[src/rtl/rdbk_delay_pipe.sv]
// Valid + address shift register that tracks reads in flight through the RAM.
module rdbk_delay_pipe #(
  parameter int DEPTH      = 1,
  parameter int ADDR_WIDTH = 16
) (
  input  logic                  clk,
  input  logic                  rst,
  input  logic                  in_valid,
  input  logic [ADDR_WIDTH-1:0] in_addr,
  output logic                  out_valid,
  output logic [ADDR_WIDTH-1:0] out_addr
);

  logic [DEPTH-1:0]      valid_q;
  logic [ADDR_WIDTH-1:0] addr_q [DEPTH];

  always_ff @(posedge clk) begin
    if (rst) begin
      valid_q <= '0;
      for (int i = 0; i < DEPTH; i++) addr_q[i] <= '0;
    end else begin
      valid_q[0] <= in_valid;
      addr_q[0]  <= in_addr;
      for (int i = 1; i < DEPTH; i++) begin
        valid_q[i] <= valid_q[i-1];
        addr_q[i]  <= addr_q[i-1];
      end
    end
  end

  assign out_valid = valid_q[DEPTH-1];
  assign out_addr  = addr_q[DEPTH-1];

endmodule

[config.mk]
export PLATFORM = sky130hd
export DESIGN_NAME = rdbk_delay_pipe
export DESIGN_NICKNAME = d
export VERILOG_FILES = /design/src/rtl/rdbk_delay_pipe.sv
export SDC_FILE = /design/constraint.sdc
export NUM_CORES = 1
export LEC_CHECK = 0
export ABC_AREA = 0
export BUFFER_PORTS_ARGS = -buffer_cell sky130_fd_sc_hd__buf_2
export CAP_MARGIN = 0
export CORE_AREA = 2 2 39 41
export DETAILED_ROUTE_END_ITERATION = 7
export DIE_AREA = 0 0 41 43
export PLACE_DENSITY_LB_ADDON = 0.08
export SETUP_SLACK_MARGIN = 0.15
export SYNTH_ARGS = -nofsm -noshare
export SYNTH_HDL_FRONTEND = slang
export SYNTH_SLANG_ARGS = --single-unit
[constraint.sdc]
create_clock -name clk -period 0.8 [get_ports clk]
set_input_delay 0.12 -clock clk [delete_from_list [all_inputs] [get_ports clk]]
set_output_delay 0.12 -clock clk [all_outputs]
set_load 0.03 [all_outputs]
==> metrics <==
Port Buffer Count 35; Worst setup EP type primary output; Final Power 1630 µW; drt first pass iters 2; DR vias/cell ~3.9; CP Data Arrival Time roughly 0.73 ns; antenna viol nets, final 0; Cell variety after synth 4; HPWL after detailed placement roughly 620 µm; CTS buffer count 3; CP max FO 1; Clock power frac 0.265; initial core utilization 0.344; antenna violations before repair 0; switching power slightly below 400 µW; Worst path max stage delay ~0.34 ns; final instance count without filler cells 90; Clock Sinks 17; P_leak about 0.0004 µW; # Post-CTS Setup Buffers 0; synthesis-to-finish area growth 72.6%; post-layout minimum cycle time about 0.85 ns; Hold Crit Start in_addr[9]; die area around 1800 µm²; Nets 94; # IOs 36; status finished, violations left; PnR worst setup slack -0.0541 ns; Routability Congestion between 0.6 and 0.7; max_cap viols 0; layout cells sized above 1 0.851; vias in the first global route about 320; sequential fraction of design power 0.564; Inst Count DP 86; WL final about 790 µm; overall routing resource usage 0.103; hold path depth 2; first-pass GRT wire length about 1200 µm; power per standard cell area a little under 2000 nW/µm²; core area ~1400 µm²; clk slew on worst S/H paths about 0.09 ns; Row Count 14; CTS Root Buffer Type clkbuf_4; register area roughly 360 µm²; die width 41 µm; synth warn 0; Min Hold Slack approximately 0.043 ns; Final Max Slew Viols 0; PostCTS Resize Cnt roughly 50; Slew @ Worst Pin ~0.18 ns; Synth Instances 35; sequential-to-total area share from yosys stat 0.716; Layout Utilization 0.593; CP cell instances buf_6; Bufs and invs on worst path 1; delay-heaviest family, CP flip-flops; Worst Setup Start Kind flop; Seq cells post-synth 17; Final Hold Fails 0; multi-input combinational cell area 124 µm²; cell internal pwr 1240 µW; combinational power share 0.170; slowest stage cell on the critical path dfxtp_2; 1st-iter DRT viols 2; Max Clk Rate 1170 MHz; syn_nets 54; vias about 350; switching power share of the total 0.240; drt drc 0; CP Class reg2out; # diodes 0; maximum vdd drop 1040 µV; Worst Hold Path EP addr_q[0][9]; CTS max path bufs 2; Mean Syn Cell Area about 14 µm²; die outline height ~43 µm; slew margin rel. 0.882; unrepaired setup endpoints after global routing true; # H-tree levels 1; pre-CTS setup slack roughly 0.13 ns; violated checks negative setup slack; Final Cycle Share 1.07; CTS Hold Bufs 0; Mapped Area around 480 µm²; Req. time, crit path 0.68 ns; drt wl/cell around 8.7 µm; CTS tree done; Layout fillers 122; maximum number of pins on one net before global-route repair 14; final setup violation count 17; min-delay worst type in2reg; gr ovfl total 0
[cell families (layout without fill, tap and decap cells)]
kind of cell  count (synthesis)  in the layout  share of synthesized area
flops                        17             17                      0.716
buf+inv                       1             40                     0.0237
simple gates                 17             17                      0.261
[power by group through the flow]
stage	combinational (µW)	sequential, µW	clock, µW
finish	277	919	432
global placement	226	920	0
global route	295	925	505
detailed placement	227	920	0
floorplan	44.3	1020	0
CTS	280	920	461
[layer usage]
layer,GRT usage,wire length [µm],up-vias
met1,0.0822,278,151
li1,-,-,181
met4,0.0600,0,0
met2,0.175,416,21
met3,0.0628,92,0
met5,0,0,-
[stage by stage]
stage / setup TNS (ns) / cell area, µm²
finish: -0.807 / 821
global route: -1.56 / 821
CTS: -1.08 / 821
detailed placement: 0 / 667
global placement: 0 / 667
floorplan: 0 / 475
[cell usage after synthesis]
master / instances / area [µm²]
nor2b_1: 10 / 62.6
and2b_2: 7 / 61.3
buf_6: 1 / 11.3
dfxtp_1: 17 / 340
[state kept, by name, summed over array words and instances, names as in the netlist]
register,flops
addr_q,16
out_valid,1
[worst max-delay path by stage]
| stage | start | endpoint | slack (ns) | depth (start not counted) |
|---|---|---|---|---|
| final | addr_q[0][7] | out_addr[7] | -0.05 | 1 |
| after global routing | addr_q[0][7] | out_addr[7] | -0.10 | 1 |
| after CTS | addr_q[0][7] | out_addr[7] | -0.07 | 1 |
| after detailed placement | rst | addr_q[0][15] | 0.13 | 2 |
| after global placement | rst | addr_q[0][15] | 0.13 | 2 |
| after floorplan | addr_q[0][0] | out_addr[0] | 0.22 | 0 |
[final cells by class]
type / instances / area share
timing repair buffer: 36 / 0.352
multi-input combinational: 17 / 0.151
tap: 16 / 0.0244
clock buffer: 4 / 0.0320
sequential: 17 / 0.441
[cell usage in the layout (no fill, tap or decap), drive strengths merged]
cell,instances
buf,36
and2b,7
clkbuf,4
nor2b,10
dfxtp,17
(Power assumes the default switching activity.)
